`config.mk`:
```
export PLATFORM = sky130hd
export DESIGN_NAME = ldpc_iter_ctrl
export DESIGN_NICKNAME = d
export VERILOG_FILES = /design/src/rtl/ldpc_iter_ctrl.sv
export SDC_FILE = /design/constraint.sdc
export NUM_CORES = 1
export LEC_CHECK = 0
export ABC_AREA = 1
export CORE_MARGIN = 2
export CORE_UTILIZATION = 59
export CTS_BUF_LIST = sky130_fd_sc_hd__clkbuf_2 sky130_fd_sc_hd__clkbuf_4 sky130_fd_sc_hd__clkbuf_8
export CTS_CLUSTER_SIZE = 30
export DETAILED_ROUTE_END_ITERATION = 8
export PLACE_DENSITY = 0.85
export SYNTH_ARGS = -nofsm -noshare
export SYNTH_HDL_FRONTEND = slang
export SYNTH_SLANG_ARGS = --single-unit
```
`constraint.sdc`:
```
create_clock -name clk -period 3.6 [get_ports clk]
set_clock_uncertainty 0.2 [all_clocks]
set_input_delay 0.72 -clock clk [delete_from_list [all_inputs] [get_ports clk]]
set_output_delay 0.72 -clock clk [all_outputs]
set_load 0.005 [all_outputs]
```
`src/rtl/ldpc_iter_ctrl.sv`:
```
`default_nettype none
// ============================================================================
// ldpc_iter_ctrl : LDPC decoder iteration sequencer (load, CN, VN, check, done)
// Revision 1.0
// ============================================================================
module ldpc_iter_ctrl #(
   parameter int N_COL    = 24,
   parameter int MAX_ITER = 10,
   parameter int CN_LAT   = 3,
   parameter int VN_LAT   = 3
)(
   input  logic       clk,
   input  logic       rst,
   input  logic       start_valid,
   output logic       start_ready,
   input  logic       abort,
   input  logic       syndrome_ok,
   output logic       load_en,
   output logic [4:0] load_addr,
   output logic       cn_en,
   output logic       vn_en,
   output logic       busy,
   output logic [3:0] iter_cnt,
   output logic       dec_valid,
   input  logic       dec_ready,
   output logic       dec_success,
   output logic [3:0] dec_iter
);

   localparam int c_LEN_A   = (N_COL > CN_LAT) ? N_COL : CN_LAT;
   localparam int c_MAX_LEN = (c_LEN_A > VN_LAT) ? c_LEN_A : VN_LAT;
   localparam int c_CNT_W   = (c_MAX_LEN > 1) ? $clog2(c_MAX_LEN) : 1;

   localparam logic [c_CNT_W-1:0] c_LOAD_LAST = c_CNT_W'(N_COL - 1);
   localparam logic [c_CNT_W-1:0] c_CN_LAST   = c_CNT_W'(CN_LAT - 1);
   localparam logic [c_CNT_W-1:0] c_VN_LAST   = c_CNT_W'(VN_LAT - 1);
   localparam logic [3:0]         c_MAX_ITER  = 4'(MAX_ITER);

   typedef enum logic [2:0] {
      S_IDLE    = 3'd0,
      S_LOAD    = 3'd1,
      S_CN      = 3'd2,
      S_CN_WAIT = 3'd3,
      S_VN      = 3'd4,
      S_VN_WAIT = 3'd5,
      S_CHECK   = 3'd6,
      S_DONE    = 3'd7
   } state_t;

   state_t             r_state;
   logic [c_CNT_W-1:0] r_cnt;
   logic [3:0]         w_next_iter;
   logic               w_cnt_last;

   assign w_next_iter = iter_cnt + 4'd1;
   assign w_cnt_last  = (r_cnt == '0);

   // Shared down-counter: loaded with (length-1) on entry to each timed state.
   always_ff @(posedge clk) begin
      if (rst) begin
         r_state     <= S_IDLE;
         r_cnt       <= '0;
         start_ready <= 1'b1;
         busy        <= 1'b0;
         load_en     <= 1'b0;
         load_addr   <= 5'd0;
         cn_en       <= 1'b0;
         vn_en       <= 1'b0;
         iter_cnt    <= 4'd0;
         dec_valid   <= 1'b0;
         dec_success <= 1'b0;
         dec_iter    <= 4'd0;
      end else if (abort && (r_state != S_IDLE)) begin
         r_state     <= S_IDLE;
         r_cnt       <= '0;
         start_ready <= 1'b1;
         busy        <= 1'b0;
         load_en     <= 1'b0;
         load_addr   <= 5'd0;
         cn_en       <= 1'b0;
         vn_en       <= 1'b0;
         dec_valid   <= 1'b0;
         dec_success <= 1'b0;
         dec_iter    <= 4'd0;
      end else begin
         case (r_state)
            S_IDLE: begin
               if (start_valid) begin
                  r_state     <= S_LOAD;
                  r_cnt       <= c_LOAD_LAST;
                  start_ready <= 1'b0;
                  busy        <= 1'b1;
                  load_en     <= 1'b1;
                  load_addr   <= 5'd0;
                  iter_cnt    <= 4'd0;
                  dec_success <= 1'b0;
                  dec_iter    <= 4'd0;
               end
            end
            S_LOAD: begin
               if (w_cnt_last) begin
                  r_state   <= S_CN;
                  load_en   <= 1'b0;
                  load_addr <= 5'd0;
                  cn_en     <= 1'b1;
               end else begin
                  r_cnt     <= r_cnt - 1'b1;
                  load_addr <= load_addr + 5'd1;
               end
            end
            S_CN: begin
               r_state <= S_CN_WAIT;
               r_cnt   <= c_CN_LAST;
               cn_en   <= 1'b0;
            end
            S_CN_WAIT: begin
               if (w_cnt_last) begin
                  r_state <= S_VN;
                  vn_en   <= 1'b1;
               end else begin
                  r_cnt <= r_cnt - 1'b1;
               end
            end
            S_VN: begin
               r_state <= S_VN_WAIT;
               r_cnt   <= c_VN_LAST;
               vn_en   <= 1'b0;
            end
            S_VN_WAIT: begin
               if (w_cnt_last) begin
                  r_state <= S_CHECK;
               end else begin
                  r_cnt <= r_cnt - 1'b1;
               end
            end
            S_CHECK: begin
               iter_cnt <= w_next_iter;
               // A satisfied syndrome wins even on the final allowed iteration.
               if (syndrome_ok) begin
                  r_state     <= S_DONE;
                  dec_valid   <= 1'b1;
                  dec_success <= 1'b1;
                  dec_iter    <= w_next_iter;
               end else if (w_next_iter == c_MAX_ITER) begin
                  r_state     <= S_DONE;
                  dec_valid   <= 1'b1;
                  dec_success <= 1'b0;
                  dec_iter    <= w_next_iter;
               end else begin
                  r_state <= S_CN;
                  cn_en   <= 1'b1;
               end
            end
            S_DONE: begin
               if (dec_ready) begin
                  r_state     <= S_IDLE;
                  dec_valid   <= 1'b0;
                  busy        <= 1'b0;
                  start_ready <= 1'b1;
               end
            end
            default: begin
               r_state     <= S_IDLE;
               start_ready <= 1'b1;
               busy        <= 1'b0;
            end
         endcase
      end
   end

endmodule
`default_nettype wire

```
; ---- After elaboration in Yosys (flattened, before gate mapping)
; Index checks and enable logic that the tools add are counted.
[totals]
register_bits = 28
inputBits = 6
out_inout_bits = 20
[classes]
n_addsub = 3
eq_ne = 17
n_mux = 38
bitwise_logic = 1
reduce_logical = 24
[op_table]
columns = cell, count
row1 = $pmux 3 s8, 1
row2 = $mux 3, 7
row3 = $mux 5, 4
row4 = $reduce_and 3->1, 6
row5 = $ne 2x2->1 const B, 8
row6 = $pmux 4 s2, 2
row7 = $pmux 5 s3, 1
row8 = $eq 3x3->1 const B, 4
row9 = $mux 1, 12
row10 = $mux 4, 3
row11 = $pmux 1 s2, 6
row12 = $pmux 5 s2, 1
row13 = $reduce_bool 2->1, 5
row14 = $reduce_bool 3->1, 3
row15 = $eq 3x2->1 const B, 2
row16 = $add 5x1->5 const B, 1
row17 = $logic_not 5->1, 1
row18 = $reduce_and 5->1, 1
row19 = $sub 5x1->5 const B, 1
row20 = $add 4x1->4 const B, 1
row21 = $eq 4x4->1 const B, 1
row22 = $reduce_and 2->1, 2
row23 = $reduce_and 4->1, 1
row24 = $reduce_or 2->1, 2
row25 = other kinds (7), 7

; ---- Logic depth before layout (Yosys ltp)
; Gate-level depths: netlist of the first run.
[depth]
depth_word = 5
depth_mapped = 11

; ---- Worst setup path before layout of the first run
; OpenSTA, ideal clock, no wires.
[synth_path]
path_type = register -> register
start = register iter_cnt[0]
end = register cn_en
setup_ns = 0.114
arrival_ns = 1.267
path_slack_ns = 2.019
path_stages_with_launch = 11
n_path_buf = 0
path_cell_list = dfxtp_1 ha_1 inv_1 nand2_1 nand2_1 nor2_1 nand2_1 nand2_1 nand2_1 nand2_1 a21oi_2
[synth_between]
elab_chain_cells = 4
[synth_rtl]
columns = item, line
row1 = "start, declared", 23  ; output logic [3:0] iter_cnt,
row2 = "start signal, assigned", 137  ; iter_cnt <= w_next_iter;
row3 = $add 4x1->4, 55  ; assign w_next_iter = iter_cnt + 4'd1;
row4 = $eq 4x4->1, 144  ; end else if (w_next_iter == c_MAX_ITER) begin
row5 = $ne 2x2->1 (no line), -
row6 = $reduce_and 4->1 (no line), -
row7 = "end signal, assigned", 67  ; cn_en <= 1'b0;
row8 = "end signal, assigned", 80  ; cn_en <= 1'b0;
row9 = "end signal, assigned", 151  ; cn_en <= 1'b1;
row10 = "end, declared", 20  ; output logic cn_en,
; No other way between the ends.
; A chain may end at the register's enable or synchronous reset.

; ---- Final worst setup path of the first run
[layout_path]
start = register iter_cnt[0]
end = output port iter_cnt[0]
; No word-level cell between the ends.

==> metrics.yaml, run 1 <==
outcome: "finished, final reports clean"
clock.fmax_ghz: 0.440
top_level_ports: 26
hp-start: "busy$_SDFFE_PP0P_"
relSlewSlack: 0.737
cp_slowest_stage_delay_ns: 0.54
post-route-min-period_ns: 2.27
power_leakage_uw: 0.000823
rr_endpoint: "r_state[1]$_SDFFE_PP0P_"
portBuffers: 25
final_cell_mix: "nand2_1, dfxtp_1, inv_1, clkdlybuf4s50_1, a21oi_1"
yosysWarnings: 0
dp_hpwl_microns: 2340
switching_share: 0.432
worst-endpoint-arrival_ns: 1.35
synthTopCellsByArea: "dfxtp_1, nand2_1, a21oi_1"
cts_hold_buf: 0
fp.dieW_microns: 56.2
cts_sinks: 28
nFillCells: 205
p_sw_uw: 592
synth_edf_count: 0
internal_power_uw: 777
tightest_slew_ns: 0.393
die_h_microns: 56.2
crit_path_cell_trace: "clkdlybuf4s50_1"
peakVddDrop_mv: 0.473
drt_iter0_drc: 59
crit_path_end_kind: "primary output"
synth_nets: 230
finalHoldViolations: 0
post_drt_via_cell_ratio: 5.24
grt_start_max_net_pins: 19
finalWeightedCongestion: 0.739
worstSetupStartpointType: "flop"
drc: 0
setup_tns_ns: 0
grt_pass1_vias: 1381
rsz0062_at_grt: "no"
die_area_sq_um: 3160
clock-root-buffer: "clkbuf_4"
postSynthCellCount: 219
drt-wirelength-per-cell_microns: 11.2
crit_fanout: 7
coreArea_sq_um: 2520
clockBufferDepth: 2
synth_area_sq_um: 1610
startpoint: "iter_cnt[0]$_SDFFE_PP0P_"
syn_avg_cell_area_sq_um: 7.34
drive_gt1_frac: 0.146
p_seq_frac: 0.339
wirelength_microns: 3090
ys_seq_area_frac: 0.349
pre_cts_ws_ns: 1.39
timing.rr.start: "r_state[0]$_SDFFE_PP0P_"
final_common_cell: "nand2_1"
synth_largest_area_cell: "dfxtp_1"
ant_nets: 0
clkTransAtPathRegs_ns: 0.15
syn2layout_area_growth_pct: 19.8
placementRows: 18
htreeDepth: 1
cp.required_ns: 2.68
r2r_setup_slack_ns: 1.83
whs_endpoint: "busy$_SDFFE_PP0P_"
async_reset_ff_frac: 0
clk_latency_ns: 0.33
clockPowerShare: 0.152
vias: 1445
grt.total_usage: 0.217
start_util: 0.637
grt_overflow: 0
yosysUniqueCellTypes: 31
ys_ff_latch: 28
n_antenna_cell: 0
synth_top_area_frac: 0.349
postCtsSetupBuffers: 0
crit_family: "buffers and inverters"
setup_ws_ns: 1.33
ys.flop_type: "dfxtp_1"
powerDensity_nw_per_um2: 711
layout.nets: 258
slew_violations: 0
cts-buffers-inserted: 3
maxCapViolCount: 0
setup_violations: 0
crit_slowest_cell: "clkdlybuf4s50_1"
cts_resized: 0
hold_depth: 2
grt_pass1_wl_microns: 5580
r2r_cells: 5
worstSetupPathType: "reg -> out"
cts_tree: "yes"
grt_antenna_before_repair: 0
p_comb_frac: 0.508
firstDrtPassIters: 4
fin_crit_sh: 0.631
cp_num_buf_inv: 1
worstHoldPathType: "reg -> reg"
synth_stat cells, types with 2 or more instances:
library cell  instances
a21oi_1              22
a21oi_2               2
buf_6                 2
dfxtp_1              28
ha_1                  5
inv_1                25
inv_2                 4
inv_4                 2
nand2_1              53
nand2_2               4
nand2_4               8
nand3_1               8
nand4_1               7
nor2_1               20
nor2_2                2
nor2_4                2
nor3_1                2
o21ai_0               6
o21ai_1               4
xor2_1                2
kinds of logic (layout without fill, tap and decap cells):
group | count (synthesis) | count (layout) | share of synthesized area
buf+inv | 34 | 61 | 0.0949
flops | 28 | 28 | 0.349
compound gates | 38 | 38 | 0.133
fa+ha+maj | 5 | 5 | 0.0389
xor+xnor | 3 | 3 | 0.0163
simple gates | 111 | 111 | 0.368
per-stage QoR:
stage	instances	power [uW]	util	hold WS, ns	instance area, sq um
floorplan	219	991	-	0.255	1610
finish	276	1370	0.763	0.276	1930
global placement	272	1150	0.743	0.251	1870
CTS	276	1370	0.763	0.275	1930
detailed placement	272	1160	0.743	0.256	1870
global route	276	1480	0.763	0.287	1930
area by class of cell:
class	instances	area (sq um)	area share
multi-input cells	157	895	0.465
flip-flops and latches	28	561	0.291
repair buffers	25	250	0.130
inverters	32	130	0.0676
well taps	30	37.5	0.0195
clock inverters	1	30.0	0.0156
clock buffers	3	22.5	0.0117
power groups by stage:
stage / combinational (uW) / clock, uW / sequential (uW)
after detailed placement: 692 / 0 / 470
after CTS: 698 / 212 / 464
after global routing: 784 / 221 / 479
final: 696 / 208 / 465
after global placement: 680 / 0 / 469
after floorplan: 539 / 0 / 453
registers in the layout (all words and copies together), names as in the netlist, 3 cells and up:
| name | count |
|---|---|
| r_state | 3 |
| iter_cnt | 4 |
| r_cnt | 5 |
| dec_iter | 4 |
| load_addr | 5 |
per-layer routing:
layer  global-route usage  part of all wire  routed length (microns)
met1                0.256              0.43                     1340
met5                    0                 0                        0
met4               0.0884             0.016                       51
met2                0.398              0.51                     1570
met3               0.0209             0.042                      131
worst max path at each step:
stage / end / slack (ns) / depth (start not counted)
after floorplan: cn_en$_SDFFE_PP0P_ / 2.02 / 10
after global placement: r_cnt[1]$_SDFFE_PP0P_ / 1.42 / 7
after CTS: iter_cnt[0] / 1.30 / 1
final: iter_cnt[0] / 1.33 / 1
after detailed placement: vn_en$_SDFFE_PP0P_ / 1.39 / 4
after global routing: iter_cnt[0] / 1.26 / 1
Power figures use the tool's default switching activity.
==> run 2: changes to the inputs <==
--- a/config.mk
+++ b/config.mk
@@ -7,11 +7,11 @@
 export LEC_CHECK = 0
 export ABC_AREA = 1
 export CORE_MARGIN = 2
-export CORE_UTILIZATION = 59
+export CORE_UTILIZATION = 50
 export CTS_BUF_LIST = sky130_fd_sc_hd__clkbuf_2 sky130_fd_sc_hd__clkbuf_4 sky130_fd_sc_hd__clkbuf_8
 export CTS_CLUSTER_SIZE = 30
 export DETAILED_ROUTE_END_ITERATION = 8
-export PLACE_DENSITY = 0.85
+export PLACE_DENSITY = 0.76
 export SYNTH_ARGS = -nofsm -noshare
 export SYNTH_HDL_FRONTEND = slang
 export SYNTH_SLANG_ARGS = --single-unit
==> constraint.sdc (replaced) <==
create_clock -name clk -period 1.9 [get_ports clk]
set_clock_uncertainty 0.2 [all_clocks]
set_input_delay 0.38 -clock clk [delete_from_list [all_inputs] [get_ports clk]]
set_output_delay 0.38 -clock clk [all_outputs]
set_load 0.005 [all_outputs]
==> metrics.yaml, run 2 (synthesis results as in run 1) <==
crit_path_end_kind: "primary output"
n_antenna_cell: 0
finalHoldViolations: 0
finalWeightedCongestion: 0.804
ant_nets: 0
syn2layout_area_growth_pct: 25.4
largestRegisters: "load_addr x5, r_cnt x5"
dp_hpwl_microns: 2280
hp-start: "cn_en$_SDFFE_PP0P_"
clockBufferDepth: 2
worst-endpoint-arrival_ns: 1.26
wirelength_microns: 3140
peakVddDrop_mv: 0.795
r2r_cells: 10
postLayoutCellArea_sq_um: 2020
grt_antenna_before_repair: 0
post_drt_via_cell_ratio: 4.92
cp_num_buf_inv: 1
setup_tns_ns: 0
clkTransAtPathRegs_ns: 0.16
crit_path_cell_trace: "clkdlybuf4s50_1"
cts_tree: "yes"
cp_slowest_stage_delay_ns: 0.51
post_dp_cell_area_sq_um: 1920
pre_cts_ws_ns: 0.0734
tightest_slew_ns: 0.420
multiInputGateArea_sq_um: 895
fin_crit_sh: 0.968
grt_overflow: 0
nFillCells: 274
clock.fmax_ghz: 0.544
dp_cells: 290
top_level_ports: 26
slew_violations: 0
maxCapViolCount: 0
outcome: "finished, final reports clean"
cts_sinks: 28
holdWs_ns: 0.273
crit_family: "buffers and inverters"
grt.total_usage: 0.188
final_cell_mix: "nand2_1, inv_1, clkdlybuf4s50_1"
drt_iter0_drc: 89
cts-buffers-inserted: 3
post-route-min-period_ns: 1.84
grt_pass1_vias: 1288
worstHoldPathType: "reg -> reg"
layout.nets: 265
grt_start_max_net_pins: 19
htreeDepth: 1
crit_fanout: 7
final_common_cell: "nand2_1"
vias: 1460
die_area_sq_um: 3690
placementRows: 20
powerDensity_nw_per_um2: 1290
clk_latency_ns: 0.33
power_leakage_uw: 0.000902
layoutNonFillerInstCount: 297
worstSetupStartpointType: "flop"
grt_pass1_wl_microns: 5260
rr_endpoint: "cn_en$_SDFFE_PP0P_"
timing.rr.start: "iter_cnt[0]$_SDFFE_PP0P_"
portBuffers: 25
drc: 0
start_util: 0.527
setup_ws_ns: 0.0617
hold_depth: 2
worstSetupPathType: "reg -> out"
drt-wirelength-per-cell_microns: 10.6
clock-root-buffer: "clkbuf_4"
relSlewSlack: 0.720
whs_endpoint: "cn_en$_SDFFE_PP0P_"
cp.required_ns: 1.32
crit_slowest_cell: "clkdlybuf4s50_1"
setup_violations: 0
die_h_microns: 60.7
drive_gt1_frac: 0.198
rsz0062_at_grt: "no"
cts_hold_buf: 0
fp.dieW_microns: 60.7
r2r_setup_slack_ns: 0.11
regArea_sq_um: 572
coreArea_sq_um: 3050
firstDrtPassIters: 4
run 2: worst max-delay path by stage:
stage | from | endpoint | slack [ns] | depth (start not counted)
floorplan | iter_cnt[0]$_SDFFE_PP0P_ | cn_en$_SDFFE_PP0P_ | 0.32 | 10
global placement | abort | load_addr[4]$_SDFFE_PP0P_ | 0.12 | 6
detailed placement | abort | busy$_SDFFE_PP0P_ | 0.07 | 6
CTS | iter_cnt[0]$_SDFFE_PP0P_ | iter_cnt[0] | 0.007 | 2
global route | load_addr[2]$_SDFFE_PP0P_ | load_addr[2] | 0.002 | 1
finish | load_addr[2]$_SDFFE_PP0P_ | load_addr[2] | 0.06 | 1
run 2: cell type report:
| class | count | area share |
|---|---|---|
| clock buffer | 3 | 0.0112 |
| clock inverter | 1 | 0.0149 |
| inverter | 32 | 0.0646 |
| multi-input combinational | 157 | 0.444 |
| sequential | 28 | 0.284 |
| tap | 44 | 0.0273 |
| timing repair buffer | 32 | 0.155 |
run 2: what timing repair did:
| item | CTS | global route |
|---|---|---|
| endpoints found under the setup margin | 4 | 5 |
| endpoints found under the hold margin | 0 | 0 |
| resized for setup | 6 | 5 |
| cloned | 0 | 0 |
| setup buffers | 0 | 3 |
run 2: layer usage:
| layer | routed length (microns) | track usage | up-vias |
|---|---|---|---|
| met1 | 1400 | 0.234 | 644 |
| li1 | - | - | 775 |
| met2 | 1540 | 0.324 | 33 |
| met3 | 120 | 0.0256 | 8 |
| met4 | 73 | 0.0807 | 0 |
| met5 | 0 | 0 | - |
run 2: report_power, final:
group | internal [uW] | total [uW] | switching (uW)
clock network | 213 | 395 | 182
registers | 734 | 883 | 148
logic | 531 | 1320 | 786
total | 1480 | 2590 | 1120
run 2: through the flow:
stage | util | power, uW
after floorplan | - | 1880
after global placement | 0.629 | 2190
after detailed placement | 0.629 | 2200
after CTS | 0.650 | 2600
after global routing | 0.660 | 2830
final | 0.660 | 2590
==> run 3: changes to the inputs <==
==> config.mk (replaced) <==
export PLATFORM = sky130hd
export DESIGN_NAME = ldpc_iter_ctrl
export DESIGN_NICKNAME = d
export VERILOG_FILES = /design/src/rtl/ldpc_iter_ctrl.sv
export SDC_FILE = /design/constraint.sdc
export NUM_CORES = 1
export LEC_CHECK = 0
export ABC_AREA = 1
export CORE_MARGIN = 2
export CORE_UTILIZATION = 48
export CTS_CLUSTER_SIZE = 30
export DETAILED_ROUTE_END_ITERATION = 8
export PLACE_DENSITY = 0.74
export SYNTH_ARGS = -nofsm -noshare
export SYNTH_HDL_FRONTEND = slang
export SYNTH_SLANG_ARGS = --single-unit
==> metrics.yaml, run 3 (synthesis results as in run 1) <==
cts_sinks: 28
p_comb_frac: 0.509
setup_tns_ns: 0
start_util: 0.490
rr_endpoint: "load_addr[3]$_SDFFE_PP0P_"
layout.nets: 263
clock-root-buffer: "clkbuf_4"
fin_crit_sh: 0.961
setup.worst_path.end: "load_addr[2]"
drc: 0
crit_path_cell_trace: "clkdlybuf4s50_1"
grt_use_met3: 0.0248
portBuffers: 25
setup_ws_ns: 0.0736
pre_cts_ws_ns: 0.0437
dp_hpwl_microns: 2300
final_common_cell: "nand2_1"
finalHoldViolations: 0
p_total_uw: 2580
r2r_setup_slack_ns: 0.16
clockBufferDepth: 2
post_dp_cell_area_sq_um: 1920
grt_start_max_net_pins: 19
setup_violations: 0
drt-wirelength-per-cell_microns: 10.2
startpoint: "load_addr[2]$_SDFFE_PP0P_"
peakVddDrop_mv: 0.757
post_drt_via_cell_ratio: 4.74
slew_violations: 0
placementRows: 21
largestRegisters: "load_addr x5, r_cnt x5"
vias: 1407
worstHoldPathType: "reg -> reg"
die_h_microns: 61.9
grt.total_usage: 0.169
fp.dieW_microns: 61.9
outcome: "finished, final reports clean"
crit_family: "buffers and inverters"
grt_pass1_vias: 1203
worstSetupStartpointType: "flop"
top_level_ports: 26
grt-busiest-layer: "met2"
clkTransAtPathRegs_ns: 0.15
p_sw_uw: 1100
cts_tree: "yes"
final_util: 0.609
drive_gt1_frac: 0.199
cts-buffers-inserted: 3
clockPowerShare: 0.151
timing.rr.start: "r_state[0]$_SDFFE_PP0P_"
crit_path_end_kind: "primary output"
cp_num_buf_inv: 1
final_cell_mix: "nand2_1, inv_1, clkdlybuf4s50_1"
firstDrtPassIters: 5
internal_power_uw: 1480
tightest_slew_ns: 0.396
postLayoutCellArea_sq_um: 2000
htreeDepth: 1
drt_iter0_drc: 56
power_leakage_uw: 0.000891
worstSetupPathType: "reg -> out"
p_seq_frac: 0.341
maxCapViolCount: 0
cp_slowest_stage_delay_ns: 0.51
ant_nets: 0
clock.fmax_ghz: 0.548
coreArea_sq_um: 3280
grt_overflow: 0
finalWeightedCongestion: 0.828
post-route-min-period_ns: 1.83
grt_pass1_wl_microns: 4870
grt_use_met1: 0.207
cp.required_ns: 1.32
rsz0062_at_grt: "no"
r2r_cells: 7
grt_antenna_before_repair: 0
wirelength_microns: 3020
die_area_sq_um: 3830
relSlewSlack: 0.736
crit_slowest_cell: "clkdlybuf4s50_1"
syn2layout_area_growth_pct: 24.4
grtUsageMet2: 0.302
worst-endpoint-arrival_ns: 1.25
n_antenna_cell: 0
crit_fanout: 7
powerDensity_nw_per_um2: 1290
switching_share: 0.426
clk_latency_ns: 0.33
cp.depth: 1
[run 3: changes by cell type in the layout (fill, tap and decap cells not counted), sizes merged]
cell and change:
buf -2
[run 3: layer usage]
layer | wire length, microns | vias to the layer above
met4 | 46 | 0
met5 | 0 | -
li1 | - | 762
met1 | 1400 | 613
met3 | 120 | 6
met2 | 1460 | 26
[run 3: final cells by class]
cell class,count,area (sq um)
Inverter,32,130
Fill cell,308,1280
Timing Repair Buffer,30,293
Multi-Input combinational cell,157,895
Clock inverter,1,30.0
Clock buffer,3,22.5
Sequential cell,28,572
Tap cell,46,57.6
[run 3: what timing repair did]
action                     in CTS  in global routing
resized for setup               4                  7
setup endpoints to repair       4                  6
pin swaps                       0                  0
hold buffers                    0                  0
buffers inserted                1                  0
gates cloned                    0                  0
[run 3: how the worst min path moves through the flow]
stage               cells after the start                  endpoint            startpoint  slack, ns
global route                            2      load_en$_SDFFE_PP0P_  load_en$_SDFFE_PP0P_       0.31
finish                                  2        cn_en$_SDFFE_PP0P_    cn_en$_SDFFE_PP0P_       0.27
detailed placement                      2        cn_en$_SDFFE_PP0P_    cn_en$_SDFFE_PP0P_       0.26
global placement                        2         busy$_SDFFE_PP0P_     busy$_SDFFE_PP0P_       0.25
floorplan                               1  iter_cnt[2]$_SDFFE_PP0P_                   rst       0.25
CTS                                     2        cn_en$_SDFFE_PP0P_    cn_en$_SDFFE_PP0P_       0.28
[run 3: power by group through the flow]
stage	registers [uW]	logic (uW)	clock network (uW)
detailed placement	889	1310	0
floorplan	858	1020	0
finish	878	1310	389
CTS	878	1320	402
global placement	892	1300	0
global route	901	1490	421
[run 3: per-stage QoR]
| step | hold WS [ns] | std cells |
|---|---|---|
| 6_report | 0.273 | 297 |
| 5_1_grt | 0.313 | 297 |
| 4_1_cts | 0.277 | 297 |
| 3_5_place_dp | 0.256 | 292 |
| 3_3_place_gp | 0.255 | 292 |
| 2_1_floorplan | 0.245 | 219 |
[run 3: worst min-delay path: stages (launching register included)]
cell	delay (ns)
dfxtp_1	0.34
inv_1	0.06
a21oi_2	0.05
